**src/rtl/timer_counter_bcd_if.sv**
```systemverilog
// Control inputs and BCD display outputs of the min:sec countdown counter.
// master drives the controls (control FSM side), slave is the counter itself.
interface timer_counter_bcd_if;
  logic       enable_counter;
  logic       forward;
  logic       reset_timer;
  logic       seg_demand;
  logic       min_demand;
  logic [3:0] sec_units;
  logic [3:0] sec_tens;
  logic [3:0] min_units;
  logic [3:0] min_tens;
  logic       zero;
  logic       done;

  modport master (
    output enable_counter, forward, reset_timer, seg_demand, min_demand,
    input  sec_units, sec_tens, min_units, min_tens, zero, done
  );

  modport slave (
    input  enable_counter, forward, reset_timer, seg_demand, min_demand,
    output sec_units, sec_tens, min_units, min_tens, zero, done
  );
endinterface

```
**src/rtl/timer_counter_bcd.sv**
```systemverilog
// Min:sec BCD countdown counter: set mode accumulates time, count mode steps down once per second.
// Optional feature macro: TIMER_AUTOREPEAT_EN (held set requests auto-repeat every REPEAT_CYCLES).
module timer_counter_bcd #(
  parameter int TICKS_PER_SEC = 50_000_000,
  parameter int REPEAT_CYCLES = 12_500_000
) (
  input logic              clk,
  input logic              reset,
  timer_counter_bcd_if.slave bus
);
  localparam int PW = (TICKS_PER_SEC > 1) ? $clog2(TICKS_PER_SEC) : 1;
  localparam logic [PW-1:0] PRESC_LAST = PW'(TICKS_PER_SEC - 1);

  if (TICKS_PER_SEC < 2 || REPEAT_CYCLES < 1) begin : g_bad_param
    $error("timer_counter_bcd: TICKS_PER_SEC must be >= 2 and REPEAT_CYCLES >= 1");
  end

  logic [3:0]    r_su, r_st, r_mu, r_mt;
  logic [PW-1:0] r_presc;
  logic          r_seg_q, r_min_q, r_zero, r_done;

  logic [3:0]    w_su, w_st, w_mu, w_mt;
  logic [PW-1:0] w_presc;
  logic          w_set, w_cnt, w_tick, w_at_one, w_done, w_zero;
  logic          w_seg_inc, w_min_inc, w_rep_seg, w_rep_min;

  assign w_set    = bus.enable_counter & bus.forward;
  assign w_cnt    = bus.enable_counter & ~bus.forward;
  assign w_tick   = w_cnt && (r_presc == PRESC_LAST);
  assign w_at_one = (r_mt == 4'd0) && (r_mu == 4'd0) && (r_st == 4'd0) && (r_su == 4'd1);

`ifdef TIMER_AUTOREPEAT_EN
  localparam int RCW = (REPEAT_CYCLES > 1) ? $clog2(REPEAT_CYCLES) : 1;
  localparam logic [RCW-1:0] REP_LAST = RCW'(REPEAT_CYCLES - 1);
  logic [RCW-1:0] r_rep_seg, r_rep_min;
  logic           w_hold_seg, w_hold_min;

  // A request counts as held once the edge register has already seen it high.
  assign w_hold_seg = w_set & bus.seg_demand & r_seg_q;
  assign w_hold_min = w_set & bus.min_demand & r_min_q;
  assign w_rep_seg  = w_hold_seg && (r_rep_seg == REP_LAST);
  assign w_rep_min  = w_hold_min && (r_rep_min == REP_LAST);

  always_ff @(posedge clk) begin
    if (reset || bus.reset_timer) begin
      r_rep_seg <= '0;
      r_rep_min <= '0;
    end else begin
      r_rep_seg <= (w_hold_seg && !w_rep_seg) ? r_rep_seg + 1'b1 : '0;
      r_rep_min <= (w_hold_min && !w_rep_min) ? r_rep_min + 1'b1 : '0;
    end
  end
`else
  assign w_rep_seg = 1'b0;
  assign w_rep_min = 1'b0;
`endif

  assign w_seg_inc = w_set & ((bus.seg_demand & ~r_seg_q) | w_rep_seg);
  assign w_min_inc = w_set & ((bus.min_demand & ~r_min_q) | w_rep_min);

  always_comb begin
    w_su    = r_su;
    w_st    = r_st;
    w_mu    = r_mu;
    w_mt    = r_mt;
    w_presc = r_presc;
    w_done  = 1'b0;
    if (w_set) begin
      w_presc = '0;
      if (w_seg_inc) begin
        if (r_su == 4'd9) begin
          w_su = 4'd0;
          w_st = (r_st == 4'd5) ? 4'd0 : r_st + 4'd1;
        end else begin
          w_su = r_su + 4'd1;
        end
      end
      if (w_min_inc) begin
        if (r_mu == 4'd9) begin
          w_mu = 4'd0;
          w_mt = (r_mt == 4'd9) ? 4'd0 : r_mt + 4'd1;
        end else begin
          w_mu = r_mu + 4'd1;
        end
      end
    end else if (w_cnt) begin
      w_presc = w_tick ? '0 : r_presc + 1'b1;
      // Borrow chain runs only while time remains; at 00:00 the tick is ignored.
      if (w_tick && !r_zero) begin
        w_done = w_at_one;
        if (r_su != 4'd0) begin
          w_su = r_su - 4'd1;
        end else begin
          w_su = 4'd9;
          if (r_st != 4'd0) begin
            w_st = r_st - 4'd1;
          end else begin
            w_st = 4'd5;
            if (r_mu != 4'd0) begin
              w_mu = r_mu - 4'd1;
            end else begin
              w_mu = 4'd9;
              w_mt = r_mt - 4'd1;
            end
          end
        end
      end
    end
    w_zero = (w_su == 4'd0) && (w_st == 4'd0) && (w_mu == 4'd0) && (w_mt == 4'd0);
  end

  always_ff @(posedge clk) begin
    if (reset || bus.reset_timer) begin
      r_su    <= 4'd0;
      r_st    <= 4'd0;
      r_mu    <= 4'd0;
      r_mt    <= 4'd0;
      r_presc <= '0;
      r_seg_q <= 1'b0;
      r_min_q <= 1'b0;
      r_zero  <= 1'b1;
      r_done  <= 1'b0;
    end else begin
      r_su    <= w_su;
      r_st    <= w_st;
      r_mu    <= w_mu;
      r_mt    <= w_mt;
      r_presc <= w_presc;
      r_seg_q <= bus.seg_demand;
      r_min_q <= bus.min_demand;
      r_zero  <= w_zero;
      r_done  <= w_done;
    end
  end

  assign bus.sec_units = r_su;
  assign bus.sec_tens  = r_st;
  assign bus.min_units = r_mu;
  assign bus.min_tens  = r_mt;
  assign bus.zero      = r_zero;
  assign bus.done      = r_done;
endmodule

```
**src/flat_wrapper.sv**
```systemverilog
// flat-port wrapper written by rule: the top's interface ports become plain ports
module timer_counter_bcd_flat 
#(
  parameter int TICKS_PER_SEC = 50_000_000,
  parameter int REPEAT_CYCLES = 12_500_000
)
  (clk, reset, bus_enable_counter, bus_forward, bus_reset_timer, bus_seg_demand, bus_min_demand, bus_sec_units, bus_sec_tens, bus_min_units, bus_min_tens, bus_zero, bus_done);
  timer_counter_bcd_if bus_i ();
  input logic clk;
  input logic reset;
  input wire logic [$bits(bus_i.enable_counter)-1:0] bus_enable_counter;
  input wire logic [$bits(bus_i.forward)-1:0] bus_forward;
  input wire logic [$bits(bus_i.reset_timer)-1:0] bus_reset_timer;
  input wire logic [$bits(bus_i.seg_demand)-1:0] bus_seg_demand;
  input wire logic [$bits(bus_i.min_demand)-1:0] bus_min_demand;
  output wire logic [$bits(bus_i.sec_units)-1:0] bus_sec_units;
  output wire logic [$bits(bus_i.sec_tens)-1:0] bus_sec_tens;
  output wire logic [$bits(bus_i.min_units)-1:0] bus_min_units;
  output wire logic [$bits(bus_i.min_tens)-1:0] bus_min_tens;
  output wire logic [$bits(bus_i.zero)-1:0] bus_zero;
  output wire logic [$bits(bus_i.done)-1:0] bus_done;
  assign bus_i.enable_counter = bus_enable_counter;
  assign bus_i.forward = bus_forward;
  assign bus_i.reset_timer = bus_reset_timer;
  assign bus_i.seg_demand = bus_seg_demand;
  assign bus_i.min_demand = bus_min_demand;
  assign bus_sec_units = bus_i.sec_units;
  assign bus_sec_tens = bus_i.sec_tens;
  assign bus_min_units = bus_i.min_units;
  assign bus_min_tens = bus_i.min_tens;
  assign bus_zero = bus_i.zero;
  assign bus_done = bus_i.done;
  timer_counter_bcd #(.TICKS_PER_SEC(TICKS_PER_SEC), .REPEAT_CYCLES(REPEAT_CYCLES)) u_core (.clk(clk), .reset(reset), .bus(bus_i));
endmodule
```
**config.mk**
```make
export PLATFORM = sky130hd
export DESIGN_NAME = timer_counter_bcd_flat
export DESIGN_NICKNAME = d
export VERILOG_FILES = /design/src/rtl/timer_counter_bcd_if.sv /design/src/rtl/timer_counter_bcd.sv /design/src/flat_wrapper.sv
export SDC_FILE = /design/constraint.sdc
export NUM_CORES = 1
export LEC_CHECK = 0
export CORE_MARGIN = 8
export CORE_UTILIZATION = 52
export DETAILED_ROUTE_END_ITERATION = 10
export PLACE_DENSITY = 0.76
export SKIP_LAST_GASP = 1
export SYNTH_ARGS = -nofsm -noshare
export SYNTH_HDL_FRONTEND = slang
export SYNTH_SLANG_ARGS = --single-unit
```
**constraint.sdc**
```tcl
create_clock -name clk -period 2.4 [get_ports clk]
set_clock_uncertainty 0.05 [all_clocks]
set_input_delay 0.48 -clock clk [delete_from_list [all_inputs] [get_ports clk]]
set_output_delay 0.48 -clock clk [all_outputs]
set_load 0.005 [all_outputs]
```
## After elaboration in Yosys (flattened, before gate mapping)

Cells that the tools add are included.

- Register bits after elaboration: 46
- Memories: 0
- Bits in latches: 0
- Input bits: 7
- Output and inout bits: 18
- Memory bits (read-only): 0
- Logic and storage cells: 89
- RAM bits: 0

- Bitwise gates (word level): 11
- Order comparisons: 0
- Shifts and indexed selects: 0
- Equal/unequal tests: 6
- Multipliers: 0
- Add/subtract/negate cells: 9
- Reduce and logical (&&, ||, !) cells: 22
- Multiplexer cells: 32
- Div/mod/pow operators: 0

Operators by type and width:

| kind | count |
|---|---|
| 2-to-1 mux 4 bit | 31 |
| logical NOT 4 bit | 7 |
| adder 26 x 1 -> 26 bit, second input constant | 1 |
| == test 26 bit, second input constant | 1 |
| 2-to-1 mux 26 bit | 1 |
| adder 4 x 1 -> 4 bit, second input constant | 4 |
| subtractor 4 x 1 -> 4 bit, second input constant | 4 |
| == test 4 bit, second input constant | 3 |
| nonzero test 4 bit | 3 |
| logical AND 1 bit | 8 |
| AND 1 bit | 6 |
| NOT 1 bit | 5 |
| == test 4 x 1 -> 1 bit, second input constant | 1 |
| == test 4 x 3 -> 1 bit, second input constant | 1 |
| OR reduction 4 bit | 1 |
| OR reduction 2 bit | 1 |
| logical NOT 1 bit | 1 |
| logical OR 1 bit | 1 |

## Depth between registers and ports, before layout

Gate-level depths: netlist (run 1).

- Depth after elaboration: 11
- Mapped depth: 10
- Mapped depth without buffers: 10

## Worst setup path after synthesis (run 1)

OpenSTA, ideal clock, no wires.

- Path kind: in2reg
- Start point: input port bus_forward
- End point: register u_core.r_zero (netlist: u_core.bus.zero)
- Arrival: 2.322 ns
- Setup time: 0.060 ns
- Setup slack: -0.032 ns
- Cell stages on the path: 9
- Path through: buf_4 nand4b_4 nor3b_4 nand2_4 o311a_1 nor3_2 nand4_1 nor4_1 a41o_1

- Word-level cells in the longest chain between the ends: 11
- Elaborated cells on any way between the ends: 30

Ends and longest elaborated chain:

| item | line | source |
|---|---|---|
| start: declaration | flat_wrapper.sv:12 | `input wire logic [$bits(bus_i.forward)-1:0] bus_forward;` |
| NOT 1 bit | timer_counter_bcd.sv:28 | `assign w_cnt = bus.enable_counter & ~bus.forward;` |
| AND 1 bit | timer_counter_bcd.sv:28 |  |
| logical AND 1 bit | timer_counter_bcd.sv:29 | `assign w_tick = w_cnt && (r_presc == PRESC_LAST);` |
| logical AND 1 bit | timer_counter_bcd.sv:89 | `if (w_tick && !r_zero) begin` |
| 2-to-1 mux 4 bit | timer_counter_bcd.sv:89 |  |
| 2-to-1 mux 4 bit | timer_counter_bcd.sv:86 | `end else if (w_cnt) begin` |
| 2-to-1 mux 4 bit | timer_counter_bcd.sv:68 | `if (w_set) begin` |
| logical NOT 4 bit | timer_counter_bcd.sv:109 | `w_zero = (w_su == 4'd0) && (w_st == 4'd0) && (w_mu == 4'd0) && (w_mt == 4'd0);` |
| logical AND 1 bit (2 in series) | timer_counter_bcd.sv:109 |  |
| logical AND 1 bit (*) | timer_counter_bcd.sv:109 |  |
| end signal: assignment | timer_counter_bcd.sv:131 | `r_zero <= w_zero;` |
| end: declaration | timer_counter_bcd.sv:20 | `logic r_seg_q, r_min_q, r_zero, r_done;` |

Every way passes the cells marked *; elsewhere a longest branch is shown, timed or not.
A chain may end at the register's enable or synchronous reset.

## Final worst setup path (run 1)

- Start point: register u_core.r_st[3] (netlist: u_core.bus.sec_tens[3])
- End point: register u_core.r_zero (netlist: u_core.bus.zero)

- Word-level cells in the longest chain between the ends: 10
- Elaborated cells on any way between the ends: 28

Ends and longest elaborated chain:

| item | line | source |
|---|---|---|
| start: declaration | timer_counter_bcd.sv:18 | `logic [3:0] r_su, r_st, r_mu, r_mt;` |
| start signal: assignment | timer_counter_bcd.sv:125 | `r_st <= w_st;` |
| subtractor 4 x 1 -> 4 bit or nonzero test 4 bit (tied branches) | timer_counter_bcd.sv:96, timer_counter_bcd.sv:95 |  |
| 2-to-1 mux 4 bit | timer_counter_bcd.sv:95 | `if (r_st != 4'd0) begin` |
| 2-to-1 mux 4 bit | timer_counter_bcd.sv:91 | `if (r_su != 4'd0) begin` |
| 2-to-1 mux 4 bit | timer_counter_bcd.sv:89 |  |
| 2-to-1 mux 4 bit | timer_counter_bcd.sv:86 |  |
| 2-to-1 mux 4 bit | timer_counter_bcd.sv:68 |  |
| logical NOT 4 bit | timer_counter_bcd.sv:109 |  |
| logical AND 1 bit (2 in series) | timer_counter_bcd.sv:109 |  |
| logical AND 1 bit (*) | timer_counter_bcd.sv:109 |  |

Marked as above.

==> results of run 1 <==
## per-layer routing
layer,up-vias,track usage (%)
met5,-,0
met4,0,8.59
met3,29,4.41
met2,128,35.2
met1,1318,22.8
li1,1359,-
## worst max-delay path by stage
| stage | endpoint | cells past startpoint | start |
|---|---|---|---|
| floorplan | u_core.bus.zero | 9 | bus_forward |
| global placement | u_core.bus.zero | 10 | bus_enable_counter |
| detailed placement | u_core.bus.zero | 10 | bus_enable_counter |
| CTS | u_core.bus.zero | 6 | u_core.bus.sec_tens[1] |
| global route | u_core.bus.zero | 9 | bus_min_demand |
| finish | u_core.bus.zero | 6 | u_core.bus.sec_tens[3] |
## metrics by stage
| stage | power, mW | hold slack, ns | setup slack (ns) |
|---|---|---|---|
| 6_report | 1.35 | 0.436 | 0.0435 |
| 5_1_grt | 1.40 | 0.461 | -0.0885 |
| 4_1_cts | 1.35 | 0.438 | 0.00176 |
| 3_5_place_dp | 0.907 | 0.426 | -0.462 |
| 3_3_place_gp | 0.906 | 0.415 | -0.422 |
| 2_1_floorplan | 0.845 | 0.403 | 0.0318 |
## flip-flops by register name, indices dropped and copies added (netlist names)
signal / cells
u_core.bus.min_tens: 4
u_core.bus.done: 1
u_core.r_seg_q: 1
u_core.bus.zero: 1
u_core.bus.sec_units: 4
u_core.bus.sec_tens: 4
u_core.r_presc: 26
u_core.r_min_q: 1
u_core.bus.min_units: 4
## power by group through the flow
stage                     registers [mW]  clock network, mW  logic (mW)
after CTS                          0.769              0.459       0.120
after global placement             0.787                  0       0.119
after floorplan                    0.788                  0      0.0571
after detailed placement           0.787                  0       0.120
final                              0.769              0.452       0.128
after global routing               0.770              0.497       0.137
## synthesized netlist by cell type, types with 3 or more instances
library cell,number,area [um2]
sky130_fd_sc_hd__nand2_1,28,105
sky130_fd_sc_hd__and2_1,6,37.5
sky130_fd_sc_hd__xnor2_1,12,105
sky130_fd_sc_hd__inv_1,7,26.3
sky130_fd_sc_hd__a31oi_1,3,18.8
sky130_fd_sc_hd__nor3b_1,3,22.5
sky130_fd_sc_hd__nand4_2,3,37.5
sky130_fd_sc_hd__buf_4,3,22.5
sky130_fd_sc_hd__and3_1,10,62.6
sky130_fd_sc_hd__nor4_1,6,37.5
sky130_fd_sc_hd__o22ai_1,3,18.8
sky130_fd_sc_hd__and4b_1,3,30.0
sky130_fd_sc_hd__clkbuf_1,9,33.8
sky130_fd_sc_hd__xor2_1,15,131
sky130_fd_sc_hd__nand4_1,10,62.6
sky130_fd_sc_hd__ha_1,6,75.1
sky130_fd_sc_hd__o21ai_0,9,45.0
sky130_fd_sc_hd__nand3_1,19,95.1
sky130_fd_sc_hd__and4_1,5,43.8
sky130_fd_sc_hd__nor3_1,10,50.1
sky130_fd_sc_hd__nor2_1,56,210
sky130_fd_sc_hd__or3_1,6,37.5
sky130_fd_sc_hd__a21oi_1,9,45.0
sky130_fd_sc_hd__dfxtp_1,46,921
sky130_fd_sc_hd__nand2b_1,3,18.8
## kinds of logic after synthesis
kind of cell               share of synthesized area [%]
adders and majority gates                           2.79
muxes                                              0.745
AOI/OAI and AO/OA                                   11.2
DFF                                                 34.3
buffers and inverters                               4.00
xor gates and xnor gates                            8.80
and+or+nand+nor                                     38.2
## critical path, cell delays in order (launching register included)
cell,delay (ns)
sky130_fd_sc_hd__dfxtp_2,0.32
sky130_fd_sc_hd__or4_4,0.59
sky130_fd_sc_hd__nor4_4,0.31
sky130_fd_sc_hd__nand4_2,0.17
sky130_fd_sc_hd__or4_1,0.43
sky130_fd_sc_hd__and3_4,0.20
sky130_fd_sc_hd__a41o_1,0.17
## area by class of cell
class	instances	area [um2]
tap	70	87.6
fill	368	1360
multi-input combinational	262	1730
sequential	46	923
clock buffer	5	68.8
timing repair buffer	101	832
inverter	8	30.0
clock inverter	2	10.0
## timing repair
action	CTS	global route
buffers inserted	0	4
hold buffers	0	0
gates resized for setup	3	19
setup endpoints to repair	4	1
pin swaps	0	14
==> run summary, run 1 <==
GRT Total Usage: 20.1%
Post-detailed-route via-to-cell ratio: 5.74
Number of DRC markers in iteration 0: 227
Switching part of the total: 24.2%
Die footprint: 7720 um2
Worst min-delay path startpoint: u_core.r_presc[23]
Count of distinct cell types in the synthesized netlist: 58
Net switching power: 0.327 mW
Post-DP Area: 3500 um2
Antenna Diode Count: 0
Placed Instances: 483
Proportion of synthesized flip-flops having asynchronous set or reset: 0%
Maximum vdd drop: 0.423 mV
Reg2reg start: u_core.bus.sec_tens[3]
Detailed-route wire length: 7600 um
Leakage component of the power: 1.52 nW
Placeable core region: 5040 um2
Routed WL per cell: 15.4 um
Sinks on Clock Net: 46
Slew Viols, Final: 0
Hold Path Sink: u_core.r_presc[23]
Number of global-route vias before repair: 2722
Setup CP Type: register to register
Length of routed wiring on met1: 3180 um
Part of the cycle the worst path needs: 98.2%
Clock latency of the later-clocked register in the worst-skew pair: 0.30 ns
Fraction of final layout cells with drive strength greater than 1: 27.6%
CTS H-Tree Depth: 2
Starting Density: 53.3%
Most frequent standard cell in the layout excluding fill and tap cells: sky130_fd_sc_hd__buf_4
Maximum number of pins on one net before global-route repair: 25
Number of nets in the layout: 437
Portion of the post-synthesis area used by sequential elements: 34.3%
Final critical-path required period: 2.36 ns
Met2 wire len: 3710 um
HPWL after detailed placement: 5690 um
Crit path launch type: register
Total of flip-flops plus latches after synthesis: 46
Number of antenna violations at the first check in global routing: 0
Endpoint of the lowest-slack register-to-register path: u_core.bus.zero
Part of the total power dissipated in sequential elements: 57.0%
Length of the first detailed-routing pass in iterations: 6
Setup TNS: 0 ns
Max transition margin: 69.3%
Sum of met3 wire segment lengths after detailed routing: 480 um
Endpoints failing setup: 0
Worst hold path depth: 2
Actual slew at the worst max-slew pin: 0.457 ns
Cell count after synthesis: 331
Final RePlAce weighted congestion: 0.998
Critical path required time: 2.54 ns
Total standard cell area after synthesis: 2690 um2
Kind of end point of the critical path: register
Number of buffers inserted by port buffering: 24
Mean area per synthesized cell: 8.12 um2
Top layer in use: met4
Commonest cells after routing, fill and taps aside: 75 x sky130_fd_sc_hd__buf_4, 55 x sky130_fd_sc_hd__nor2_1, 44 x sky130_fd_sc_hd__dfxtp_1
Wire length of the first global-routing pass: 12400 um
Bufs on Longest Clock Path: 2
Syn. warnings: 0
Final hold violation count: 0
FP Rows: 26
Root buffer cell: sky130_fd_sc_hd__clkbuf_8
Share of total power in combinational logic: 9.5%
Antenna viol nets, final: 0
Setup repair after global routing missed its margin: yes
CTS tree: built
Number of enable-type register cells in the synthesized netlist: 0
Outcome: finished clean
I/O pin total: 25
Number of CTS-inserted buffers: 5
Clock network fraction of design power: 33.5%
CP Data Arrival Time: 2.50 ns
Power per unit of standard cell area: 367 nW/um2
Post-route insts no fill: 494
Total grt overflow: 0
Growth of design area from synthesis to finish: 37.0%
Cell internal power dissipation: 1.02 mW
Highest clock rate: 0.424 GHz
Setup slack on the worst flop-to-flop path: 0.04 ns
Final cell area excluding filler cells: 3680 um2
Post-synthesis net count: 344
X dimension of the die: 87.9 um
Top fanout value on the critical path: 3
Detailed-route DRC error count: 0
Number of cell instances on the worst register-to-register path: 6
Post-CTS clock slew at the launch and capture registers of the worst setup and hold paths: 0.09 ns
Number of max-cap violations: 0
Core occupancy in the finished layout: 73.0%
Top flip-flop cell by instance count after synthesis: sky130_fd_sc_hd__dfxtp_1
Number of vias in the routed layout: 2834
Vertical extent of the die: 87.9 um
Worst hold-check path type: register to register
(Power assumes the default switching activity.)
==> run 2: changes to the inputs <==
--- a/config.mk
+++ b/config.mk
@@ -8,6 +8,7 @@
 export CORE_MARGIN = 8
 export CORE_UTILIZATION = 52
 export DETAILED_ROUTE_END_ITERATION = 10
+export GPL_TIMING_DRIVEN = 0
 export PLACE_DENSITY = 0.76
 export SKIP_LAST_GASP = 1
 export SYNTH_ARGS = -nofsm -noshare
==> run summary, run 2 (synthesis results as in run 1) <==
Outcome: finished with violations
Violated checks: setup timing
CP Data Arrival Time: 2.65 ns
Most used cell, CP: sky130_fd_sc_hd__or4_4
Number of buffers inserted by port buffering: 23
Post-detailed-route via-to-cell ratio: 5.86
HPWL after detailed placement: 4900 um
Fraction of final layout cells with drive strength greater than 1: 17.2%
Clock latency of the later-clocked register in the worst-skew pair: 0.30 ns
Post-route insts no fill: 437
Delay of the slowest cell on the worst path: 0.58 ns
Length of the first detailed-routing pass in iterations: 4
Sinks on Clock Net: 46
Highest clock rate: 0.400 GHz
Antenna viol nets, final: 0
Worst hold-check path type: register to register
CTS Hold Bufs: 0
Post-Route Hold Slack: 0.448 ns
Kind of end point of the critical path: register
Final cell area excluding filler cells: 3320 um2
Setup CP Type: register to register
Antenna Diode Count: 0
Vertical extent of the die: 87.9 um
Post-CTS clock slew at the launch and capture registers of the worst setup and hold paths: 0.08 ns
Number of buffer and inverter stages on the critical path: 0
Net switching power: 0.319 mW
Number of CTS-inserted buffers: 5
CTS tree: built
Growth of design area from synthesis to finish: 23.4%
GRT Total Usage: 18.7%
Endpoints failing setup: 1
Crit path launch type: register
Setup repair after global routing missed its margin: yes
Slack of the critical path: -0.0997 ns
Switching part of the total: 23.5%
Placed Instances: 424
Wire length of the first global-routing pass: 11600 um
X dimension of the die: 87.9 um
Clock network fraction of design power: 36.0%
Power per unit of standard cell area: 409 nW/um2
Bufs on Longest Clock Path: 2
Slew Viols, Final: 0
Commonest cells after routing, fill and taps aside: 54 x sky130_fd_sc_hd__nor2_1, 41 x sky130_fd_sc_hd__dfxtp_1, 28 x sky130_fd_sc_hd__nand2_1
Die footprint: 7720 um2
FP Rows: 26
Chain of cells forming the critical path: or4_4 -> nor4_4 -> nand4_4 -> or4_4 -> and3_4 -> a41o_1
I/O pin total: 25
Actual slew at the worst max-slew pin: 0.548 ns
Share of total power in combinational logic: 7.2%
Number of flip-flops in the largest register: 26
Core occupancy in the finished layout: 65.8%
Post-DP Area: 3010 um2
Biggest register: u_core.r_presc
Max transition margin: 63.5%
Critical path required time: 2.55 ns
Cell internal power dissipation: 1.04 mW
Kind of cell with the highest combined delay on the critical path: simple AND/OR/NAND/NOR gates
Most frequent standard cell in the layout excluding fill and tap cells: sky130_fd_sc_hd__nor2_1
Detailed-route DRC error count: 0
Maximum number of pins on one net before global-route repair: 14
Detailed-route wire length: 6800 um
Top fanout value on the critical path: 8
Number of vias in the routed layout: 2559
Total of fill cells in the finished design: 402
Critical path's slowest cell: sky130_fd_sc_hd__or4_4
Total grt overflow: 0
Leakage component of the power: 1.29 nW
Number of DRC markers in iteration 0: 137
Final RePlAce weighted congestion: 0.888
Placeable core region: 5040 um2
Part of the total power dissipated in sequential elements: 56.9%
Part of the cycle the worst path needs: 104%
Final hold violation count: 0
Maximum vdd drop: 0.363 mV
Setup slack on the worst flop-to-flop path: -0.1 ns
CTS H-Tree Depth: 2
Number of max-cap violations: 0
Final critical-path required period: 2.50 ns
Routed WL per cell: 15.6 um
Root buffer cell: sky130_fd_sc_hd__clkbuf_8
Number of global-route vias before repair: 2430
Placement-stage worst setup slack: -0.776 ns
Number of nets in the layout: 379
Number of antenna violations at the first check in global routing: 0
Starting Density: 53.3%
[run 2: path summary, 6_finish.rpt]
kind,startpoint,endpoint,depth (start not counted)
setup / recovery,u_core.bus.sec_tens[1],u_core.bus.zero,6
hold / removal,u_core.r_presc[23],u_core.r_presc[23],2
setup reg to reg,u_core.bus.sec_tens[1],u_core.bus.zero,6
hold reg to reg,u_core.r_presc[23],u_core.r_presc[23],2
[run 2: timing repair]
item | in CTS | in global routing
gates resized for setup | 28 | 10
endpoints found under the setup margin | 9 | 4
buffers inserted | 7 | 0
pin swaps | 10 | 5
[run 2: power by group through the flow]
| stage | Combinational [mW] | Sequential [mW] | Clock, mW |
|---|---|---|---|
| after detailed placement | 0.0886 | 0.788 | 0 |
| after global routing | 0.105 | 0.772 | 0.533 |
| final | 0.0971 | 0.771 | 0.487 |
| after CTS | 0.0942 | 0.771 | 0.496 |
| after global placement | 0.0885 | 0.788 | 0 |
| after floorplan | 0.0571 | 0.788 | 0 |
[run 2: layout make-up]
cell class,count,area (um2),area share (%)
clock buffers,7,86.3,2.60
plain buffers,13,73.8,2.23
inverters,8,30.0,0.905
repair buffers,30,285,8.60
well taps,70,87.6,2.64
multi-input cells,262,1820,54.8
clock inverters,1,5.00,0.151
flip-flops and latches,46,930,28.0
[run 2: worst register-to-register path, cell delays in order (launching register included)]
cell and delay, ns:
sky130_fd_sc_hd__dfxtp_2 0.37, sky130_fd_sc_hd__or4_4 0.58, sky130_fd_sc_hd__nor4_4 0.35, sky130_fd_sc_hd__nand4_4 0.19
sky130_fd_sc_hd__or4_4 0.44, sky130_fd_sc_hd__and3_4 0.20, sky130_fd_sc_hd__a41o_1 0.21
[run 2: metrics by stage]
step	setup TNS [ns]	total power [mW]
4_1_cts	0	1.36
3_3_place_gp	-8.99	0.877
3_5_place_dp	-9.90	0.877
5_1_grt	-0.176	1.41
6_report	-0.0997	1.36
2_1_floorplan	0	0.845
[run 2: metal layers]
metal / track usage [%] / share of wire, %
met1: 22.8 / 44
met2: 31.9 / 49
met3: 3.85 / 5.1
met4: 5.94 / 1.9
met5: 0 / 0
